--- src/rtl/resp_noc_pkg.sv ---
// Shared widths, packet field offsets and packet layout for the responder NoC arbiter.
// The packet is {data, reg_id, dest, valid}; bit 0 marks a packet worth sending.
package resp_noc_pkg;

  localparam int DATA_W = 16;
  localparam int RESP_W = DATA_W + 6 + 3;
  localparam int N_PORT = 4;
  localparam int PTR_W  = $clog2(N_PORT);

  localparam int VALID_BIT = 0;
  localparam int DEST_LSB  = 1;
  localparam int DEST_MSB  = 2;
  localparam int REGID_LSB = 3;
  localparam int REGID_MSB = 8;
  localparam int DATA_LSB  = 9;

  typedef struct packed {
    logic [DATA_W-1:0] data;
    logic [5:0]        reg_id;
    logic [1:0]        dest;
    logic              valid;
  } resp_pkt_t;

endpackage

--- src/rtl/rr_arbiter.sv ---
// Combinational round-robin pick: first requester found scanning upward from ptr with wrap.
// Grants are suppressed when enable is low; winner/found still report the candidate.
import resp_noc_pkg::*;

module rr_arbiter (
  input  logic [N_PORT-1:0] req,
  input  logic [PTR_W-1:0]  ptr,
  input  logic              enable,
  output logic [N_PORT-1:0] grant,
  output logic [PTR_W-1:0]  winner,
  output logic              found
);

  logic [PTR_W-1:0] cand;

  always_comb begin
    grant  = '0;
    winner = '0;
    found  = 1'b0;
    cand   = '0;
    // N_PORT is a power of two, so the PTR_W-bit add wraps for free.
    for (int k = 0; k < N_PORT; k++) begin
      cand = ptr + PTR_W'(k);
      if (!found && req[cand]) begin
        found  = 1'b1;
        winner = cand;
      end
    end
    if (found && enable) grant[winner] = 1'b1;
  end

endmodule

--- src/rtl/resp_noc_arbiter.sv ---
// Shares the responder NoC write port among N_PORT one-entry slots, round-robin, with full/almost_full backpressure.
// Define RESP_ARB_STATS_EN to add per-port saturating grant counters on grant_cnt.
import resp_noc_pkg::*;

module resp_noc_arbiter (
  input  logic                     clk,
  input  logic                     reset_n,
  input  logic [N_PORT-1:0]        req_valid,
  input  logic [N_PORT*RESP_W-1:0] req_data,
  output logic [N_PORT-1:0]        req_ready,
  input  logic                     full,
  input  logic                     almost_full,
  output logic [RESP_W-1:0]        dataOut,
  output logic                     write,
  output logic [PTR_W-1:0]         grant_id
`ifdef RESP_ARB_STATS_EN
  ,
  output logic [N_PORT*16-1:0]     grant_cnt
`endif
);

  // Handshake: slot i loads on req_valid[i] & req_ready[i]; req_ready never depends on req_valid.
  resp_pkt_t         slot_q [N_PORT];
  logic [N_PORT-1:0] slot_valid;
  logic [PTR_W-1:0]  rr_ptr;
  logic              can_write;
  logic [N_PORT-1:0] grant_now;
  logic [PTR_W-1:0]  win_idx;
  logic              win_found;
  resp_pkt_t         out_pkt;

  // A write registered this cycle consumes one buffer entry before the next can land.
  assign can_write = write ? ~almost_full : ~full;

  rr_arbiter u_rr (
    .req    (slot_valid),
    .ptr    (rr_ptr),
    .enable (can_write),
    .grant  (grant_now),
    .winner (win_idx),
    .found  (win_found)
  );

  assign req_ready = ~slot_valid | grant_now;

  always_comb begin
    out_pkt       = slot_q[win_idx];
    out_pkt.valid = 1'b1;
  end

  always_ff @(posedge clk or negedge reset_n) begin
    if (!reset_n) begin
      dataOut    <= '0;
      write      <= 1'b0;
      grant_id   <= '0;
      rr_ptr     <= '0;
      slot_valid <= '0;
      for (int i = 0; i < N_PORT; i++) slot_q[i] <= '0;
    end else begin
      write <= |grant_now;
      if (|grant_now) begin
        dataOut  <= out_pkt;
        grant_id <= win_idx;
        rr_ptr   <= win_idx + PTR_W'(1);
      end
      for (int i = 0; i < N_PORT; i++) begin
        if (grant_now[i]) slot_valid[i] <= 1'b0;
        // Refill after drain: this later assignment wins, so the new packet is kept.
        if (req_valid[i] && req_ready[i]) begin
          slot_q[i]     <= req_data[i*RESP_W +: RESP_W];
          slot_valid[i] <= req_data[i*RESP_W + VALID_BIT];
        end
      end
    end
  end

`ifdef RESP_ARB_STATS_EN
  logic [15:0] cnt_q [N_PORT];

  always_ff @(posedge clk or negedge reset_n) begin
    if (!reset_n) begin
      for (int i = 0; i < N_PORT; i++) cnt_q[i] <= '0;
    end else begin
      for (int i = 0; i < N_PORT; i++)
        if (grant_now[i] && cnt_q[i] != 16'hFFFF) cnt_q[i] <= cnt_q[i] + 16'd1;
    end
  end

  always_comb begin
    grant_cnt = '0;
    for (int i = 0; i < N_PORT; i++) grant_cnt[i*16 +: 16] = cnt_q[i];
  end
`endif

endmodule
--- config.mk ---
export PLATFORM = sky130hd
export DESIGN_NAME = resp_noc_arbiter
export DESIGN_NICKNAME = d
export VERILOG_FILES = /design/src/rtl/resp_noc_pkg.sv /design/src/rtl/rr_arbiter.sv /design/src/rtl/resp_noc_arbiter.sv
export SDC_FILE = /design/constraint.sdc
export NUM_CORES = 1
export LEC_CHECK = 0
export CORE_AREA = 2 2 124 126
export DETAILED_ROUTE_END_ITERATION = 10
export DIE_AREA = 0 0 126 128
export GPL_TIMING_DRIVEN = 0
export PLACE_DENSITY = 0.66
export SLEW_MARGIN = 15
export SYNTH_ARGS = -nofsm -noshare
export SYNTH_HDL_FRONTEND = slang
export SYNTH_SLANG_ARGS = --single-unit
--- constraint.sdc ---
create_clock -name clk -period 2.5 [get_ports clk]
set_clock_uncertainty 0.15 [all_clocks]
set_input_delay 0.75 -clock clk [delete_from_list [all_inputs] [get_ports clk]]
set_output_delay 0.75 -clock clk [all_outputs]
set_load 0.01 [all_outputs]
==> impl_metrics.json, run 1 <==
{
  "slew_viol_final": 0,
  "syn-cell-area_mm2": 0.00584,
  "placed_cell_area_mm2": 0.00750,
  "dpl.hpwl_um": 11900,
  "synth_adder_area_share_pct": 0,
  "ys_ff_latch": 130,
  "cp_cell_sequence": "buf_6 > mux2_4 > o221a_4 > o211ai_4 > nand2_2 > buf_6",
  "cts.clk_slew.worst_paths_ns": 0.05,
  "numClockSinks": 130,
  "tightest_slew_ns": 0.713,
  "arrival_ns": 1.84,
  "syn-instance-count": 445,
  "synth_area_leaders": "dfrtp_1 (56%), mux2_1 (12%), mux2_2 (5.2%)",
  "routabilityCongestion": 0.829,
  "yosys.area.top_type": "dfrtp_1",
  "vias": 4563,
  "yosys.area_share.simple_pct": 4.97,
  "synth_enable_flop_cells": 0,
  "via_per_inst": 5.47,
  "cp_data_required_time_ns": 1.60,
  "setup_violations": 4,
  "start_util_pct": 39.3,
  "clock-root-buffer": "clkbuf_16",
  "cellLeakagePower_nw": 3.61,
  "syn2layout_area_growth_pct": 47.1,
  "drive_above_1_share_pct": 24.5,
  "setup_slack_ns": -0.240,
  "ys.warnings.count": 0,
  "grt_max_degree": 70,
  "cts_tree": "built",
  "hold_buffers": 0,
  "power_density_mw_per_mm2": 1420,
  "status": "complete, but fails checks",
  "clk_latency_ns": 0.42,
  "path_common_cell": "buf_6",
  "synth-compound-area-share_pct": 15.8,
  "core_area_mm2": 0.0149,
  "grt_pass1_vias": 4725,
  "firstDrtPassIters": 5,
  "synth.top_cell.area_share_pct": 55.7,
  "fp.dieH_um": 128,
  "drtAntennaViolNets": 0,
  "synth.area.mux_share_pct": 19.7,
  "min_period_ns": 2.74,
  "violations": "setup timing",
  "max_slew_margin_pct": 52.5,
  "fin_area_mm2": 0.00859,
  "grt_pass1_wl_um": 25900,
  "io_buffers": 139,
  "hold_ws_ns": 0.156,
  "drc_errors": 0,
  "fmaxAchievable_ghz": 0.365,
  "netlist-cell-type-count": 43,
  "synthFlopType": "dfrtp_1",
  "finalWirelength_um": 17100,
  "grt_usage_pct": 21.2,
  "critical_path.startpoint_type": "register",
  "rsz0062_at_grt": "true",
  "numCtsBuffers": 17,
  "async_flop_share_pct": 100,
  "synth_most_common_cell": "dfrtp_1",
  "yosysSeqAreaShare_pct": 55.7,
  "timing.final.crit_share_pct": 110,
  "syn_nets": 553,
  "endpoint_kind": "output pin",
  "vdd_drop_max_mv": 0.702,
  "routedWlPerCell_um": 20.5,
  "dp_cells": 773,
  "p_total_mw": 12.2,
  "stdcell_count": 834,
  "nNetsFinal": 741,
  "row_count": 45,
  "antenna_found_initial": 0,
  "die_w_um": 126,
  "synth_top_family_by_area": "multiplexers",
  "synth_common_cells": "dfrtp_1 (130), mux2_1 (61), mux2_2 (27), o21ai_0 (27), nand3_1 (25)",
  "pre_cts_slack_ns": -0.990,
  "drtIter0Drc": 256,
  "overflow": 0,
  "crit_path_max_incr_delay_ns": 0.39,
  "cts_max_path_buffers": 2,
  "ctsHtreeMaxLevel": 4,
  "die-area_mm2": 0.0161,
  "hold_viol": 0,
  "diodes": 0,
  "io_pins": 140,
  "slowest_stage": "dfrtp_1",
  "avgSynthCellArea_um2": 13.1,
  "critPathKind": "register to output pin",
  "cp_max_fo": 4,
  "synth-xor-area-share_pct": 0,
  "hp-class": "input port to async pin",
  "maxCapViolations": 0
}
cell usage in the layout (no fill, tap or decap), types with 4 or more instances in the layout:
| cell | synthesis | layout |
|---|---|---|
| a21o_1 | 8 | 8 |
| a21oi_1 | 19 | 19 |
| a221o_1 | 18 | 18 |
| a31oi_1 | 7 | 7 |
| a32oi_1 | 7 | 7 |
| buf_12 | 1 | 5 |
| buf_2 | 5 | 6 |
| buf_4 | 2 | 26 |
| buf_6 | 3 | 10 |
| bufinv_16 | 0 | 4 |
| clkbuf_1 | 17 | 13 |
| clkbuf_16 | 0 | 19 |
| clkbuf_2 | 0 | 5 |
| clkbuf_8 | 0 | 4 |
| clkdlybuf4s50_1 | 0 | 132 |
| dfrtp_1 | 130 | 128 |
| mux2_1 | 61 | 52 |
| mux2_2 | 27 | 26 |
| mux2_4 | 10 | 20 |
| nand2_1 | 18 | 15 |
| nand3_1 | 25 | 25 |
| nor2_1 | 8 | 8 |
| o21ai_0 | 27 | 27 |
| o22a_1 | 17 | 17 |
flip-flops by register name, indices dropped and copies added, names as in the netlist:
register	cells
grant_id	2
rr_ptr	2
slot_q	96
dataOut	25
slot_valid	4
write	1
stage by stage:
stage,setup TNS [ns],utilization [%]
6_report,-0.730,57.8
3_5_place_dp,-60.41,50.4
2_1_floorplan,0,-
5_1_grt,-1.65,57.8
3_3_place_gp,-633.89,50.2
4_1_cts,-0.716,56.1
layout make-up:
| cell class | count | area [µm²] |
|---|---|---|
| plain buffers | 29 | 233 |
| clock buffers | 23 | 488 |
| clock inverters | 9 | 151 |
| fillers | 1227 | 6270 |
| inverters | 4 | 15.0 |
| multi-input cells | 279 | 2510 |
| flip-flops and latches | 130 | 3260 |
| well taps | 188 | 235 |
| repair buffers | 172 | 1700 |
power breakdown:
group / internal [mW] / total [mW] / switching, mW / leakage [nW]
clock network: 1.77 / 2.68 / 0.911 / 0.313
logic: 2.95 / 5.64 / 2.69 / 1.78
registers: 3.20 / 3.85 / 0.650 / 1.51
total: 7.92 / 12.2 / 4.25 / 3.61
what timing repair did:
item | in CTS | in global routing
pin swaps | 9 | 9
setup endpoints to repair | 83 | 56
gates cloned | 1 | 2
gates resized for setup | 48 | 31
setup buffers | 13 | 16
worst max-delay path, delay by kind of cell, from the launching register on:
kind                   cells  cell delay, ns
and+or+nand+nor            1            0.09
AOI/OAI and AO/OA          2            0.36
DFF                        1            0.39
muxes                      1            0.31
buffers and inverters      2            0.26
worst paths after layout:
| check | start | end | slack (ns) | cells after the start |
|---|---|---|---|---|
| max | rr_ptr[1] | req_ready[1] | -0.24 | 6 |
| min | reset_n | slot_valid[0] | 0.16 | 1 |
| max reg2reg | slot_valid[0] | slot_q[71] | 0.01 | 11 |
| min reg2reg | dataOut[0] | dataOut[0] | 0.33 | 1 |
| max in group asynchronous | reset_n | rr_ptr[0] | 1.29 | 2 |
| min in group clk | dataOut[0] | dataOut[0] | 0.33 | 1 |
logic make-up after synthesis:
logic type	Yosys count
DFF	130
muxes	99
and+or+nand+nor	61
buffers and inverters	36
AOI/OAI and AO/OA	119
per-layer routing:
layer  up-vias  GRT usage, %  share of wire (%)
li1       2051             -                  -
met1      2316          26.4                 42
met4         0          5.69                1.4
met3        21          8.18                7.7
met2       175          34.9                 49
met5         -             0                  0
(Power assumes the default switching activity.)
==> run 2, diff against run 1 <==
--- a/config.mk
+++ b/config.mk
@@ -9,6 +9,7 @@
 export DETAILED_ROUTE_END_ITERATION = 10
 export DIE_AREA = 0 0 126 128
 export GPL_TIMING_DRIVEN = 0
+export HOLD_SLACK_MARGIN = 0.08
 export PLACE_DENSITY = 0.66
 export SLEW_MARGIN = 15
 export SYNTH_ARGS = -nofsm -noshare
==> results of run 2 <==
Same layout as run 1: the final DEF is identical, and so are final timing and power.
==> run 3, diff against run 2 <==
--- a/config.mk
+++ b/config.mk
@@ -5,12 +5,12 @@
 export SDC_FILE = /design/constraint.sdc
 export NUM_CORES = 1
 export LEC_CHECK = 0
-export CORE_AREA = 2 2 124 126
+export CORE_AREA = 2 2 119 121
 export DETAILED_ROUTE_END_ITERATION = 10
-export DIE_AREA = 0 0 126 128
+export DIE_AREA = 0 0 121 123
 export GPL_TIMING_DRIVEN = 0
 export HOLD_SLACK_MARGIN = 0.08
-export PLACE_DENSITY = 0.66
+export PLACE_DENSITY = 0.71
 export SLEW_MARGIN = 15
 export SYNTH_ARGS = -nofsm -noshare
 export SYNTH_HDL_FRONTEND = slang
==> run 3 against run 2 <==
Compared with the run above: the flow still finishes with violations (setup timing); largest power group unchanged; via count up 2.6%; first-iteration DRC count up 52%; register-to-register slack worse by 0.27 ns; clock-buffer cell count unchanged; non-clock buffer count up 10; largest cell class unchanged; worst hold slack worse by 0.039 ns; combinational power up 7.1%; sequential power down 1%; flip-flop and latch count unchanged; utilization up 6.3 points; setup slack worse by 0.028 ns.
==> impl_metrics.json, run 3 (synthesis gave the netlist of run 1 again) <==
{
  "status": "complete, but fails checks",
  "violations": "setup timing",
  "timing.final.crit_share_pct": 111,
  "numCtsBuffers": 17,
  "grt_usage_pct": 23.7,
  "vdd_drop_max_mv": 0.670,
  "hold_viol": 0,
  "fillerInstances": 1013,
  "syn2layout_area_growth_pct": 49.4,
  "top_register": "slot_q",
  "vias": 4682,
  "p_total_mw": 12.5,
  "max_slew_margin_pct": 57.3,
  "io_buffers": 139,
  "slew_viol_final": 0,
  "antenna_found_initial": 0,
  "routedWlPerCell_um": 20.9,
  "maxCapViolations": 0,
  "firstDrtPassIters": 4,
  "cts_tree": "built",
  "finalWirelength_um": 17400,
  "grt_pass1_wl_um": 26200,
  "rsz0062_at_grt": "true",
  "crit_path_max_incr_delay_ns": 0.43,
  "ctsHtreeMaxLevel": 4,
  "largestRegisters": "slot_q (96), dataOut (25), slot_valid (4)",
  "cp_data_required_time_ns": 1.60,
  "drtAntennaViolNets": 0,
  "dp_cells": 765,
  "critPathKind": "register to output pin",
  "die-area_mm2": 0.0149,
  "grt_max_degree": 81,
  "fmaxAchievable_ghz": 0.361,
  "power_density_mw_per_mm2": 1440,
  "mostFrequentLayoutCells": "clkdlybuf4s50_1 (132), dfrtp_1 (130), mux2_1 (51)",
  "cts.clk_slew.worst_paths_ns": 0.06,
  "fp.dieH_um": 123,
  "layout_commonest_cell": "clkdlybuf4s50_1",
  "endpoint_kind": "output pin",
  "die_w_um": 121,
  "cts_max_path_buffers": 2,
  "drc_errors": 0,
  "setup_slack_ns": -0.268,
  "hp-class": "input port to async pin",
  "clk_latency_ns": 0.42,
  "cp_cell_sequence": "buf_4 > or3b_4 > o221a_4 > o211ai_4 > nand2_2 > buf_6",
  "nNetsFinal": 751,
  "largest_reg_flops": 96,
  "core_area_mm2": 0.0136,
  "cellLeakagePower_nw": 3.70,
  "dpl.hpwl_um": 11400,
  "hold_buffers": 0,
  "fin_util_pct": 64.1,
  "start_util_pct": 42.9,
  "drtIter0Drc": 390,
  "row_count": 43,
  "diodes": 0,
  "stdcell_count": 836,
  "min_period_ns": 2.77,
  "critical_path.startpoint_type": "register",
  "tightest_slew_ns": 0.641,
  "numClockSinks": 130,
  "fin_setup_tns_ns": -1.10,
  "drive_above_1_share_pct": 25.9,
  "clock-root-buffer": "clkbuf_16",
  "grt_pass1_vias": 4870,
  "overflow": 0,
  "slowest_stage": "or3b_4",
  "routabilityCongestion": 0.841,
  "io_pins": 140,
  "cp_max_fo": 4,
  "via_per_inst": 5.60,
  "arrival_ns": 1.87,
  "setup_violations": 5
}
run 3: cell count changes in the layout (fill, tap and decap cells not counted), moves of 2 or more:
cell,previous run,this run
buf_12,5,3
buf_2,6,2
buf_4,26,23
buf_6,10,26
buf_8,2,5
clkbuf_1,13,11
dfrtp_1,128,130
dfrtp_2,2,0
nand2_1,15,13
nand2_2,1,3
run 3: power breakdown:
group          internal (mW)  switching [mW]  total, mW
sequential              3.20           0.616       3.81
combinational           3.22            2.83       6.04
clock                   1.77           0.897       2.67
total                   8.18            4.34       12.5
run 3: layout make-up:
cell class | count | area (µm²) | share of cell area [%]
multi-input cells | 279 | 2520 | 28.9
repair buffers | 181 | 1820 | 20.8
well taps | 180 | 225 | 2.58
inverters | 4 | 15.0 | 0.172
plain buffers | 30 | 254 | 2.91
flip-flops and latches | 130 | 3250 | 37.3
clock buffers | 23 | 488 | 5.59
clock inverters | 9 | 151 | 1.73
run 3: worst paths after layout:
path / cells after the start / end / slack [ns] / from
worst min-delay path: 1 / slot_q[27] / 0.12 / reset_n
max in group asynchronous: 2 / slot_q[15] / 1.33 / reset_n
min in group clk: 1 / dataOut[0] / 0.33 / dataOut[0]
worst max-delay path: 6 / req_ready[1] / -0.27 / rr_ptr[1]
worst min register to register: 1 / dataOut[0] / 0.33 / dataOut[0]
worst max register to register: 17 / slot_valid[1] / -0.26 / rr_ptr[1]
run 3: repair_timing:
action | 4_1_cts | 5_1_grt
pin swaps | 12 | 11
resized for setup | 70 | 34
gates cloned | 0 | 1
endpoints found under the setup margin | 96 | 73
setup buffers | 31 | 10
run 3: worst max-delay path: cells and delay by family, from the launching register on:
kind	cells	cell delay [ns]
AO/OA/AOI/OAI	2	0.24
buffers and inverters	2	0.28
AND/OR/NAND/NOR	2	0.54
flip-flops	1	0.39
run 3: per-stage QoR:
step	cell area, µm²	hold slack [ns]	worst slack (ns)
detailed placement	7490	0.325	-1.03
finish	8730	0.117	-0.268
global placement	7460	0.305	-4.42
floorplan	5840	0.301	0.0919
CTS	8530	0.132	-0.263
global route	8730	0.149	-0.311
run 3: per-layer routing:
| layer | vias up | track usage, % | part of all wire, % |
|---|---|---|---|
| li1 | 2068 | - | - |
| met1 | 2366 | 29.3 | 42 |
| met4 | 0 | 12.3 | 3.9 |
| met3 | 51 | 5.58 | 5.9 |
| met5 | - | 0 | 0 |
| met2 | 197 | 38.8 | 48 |
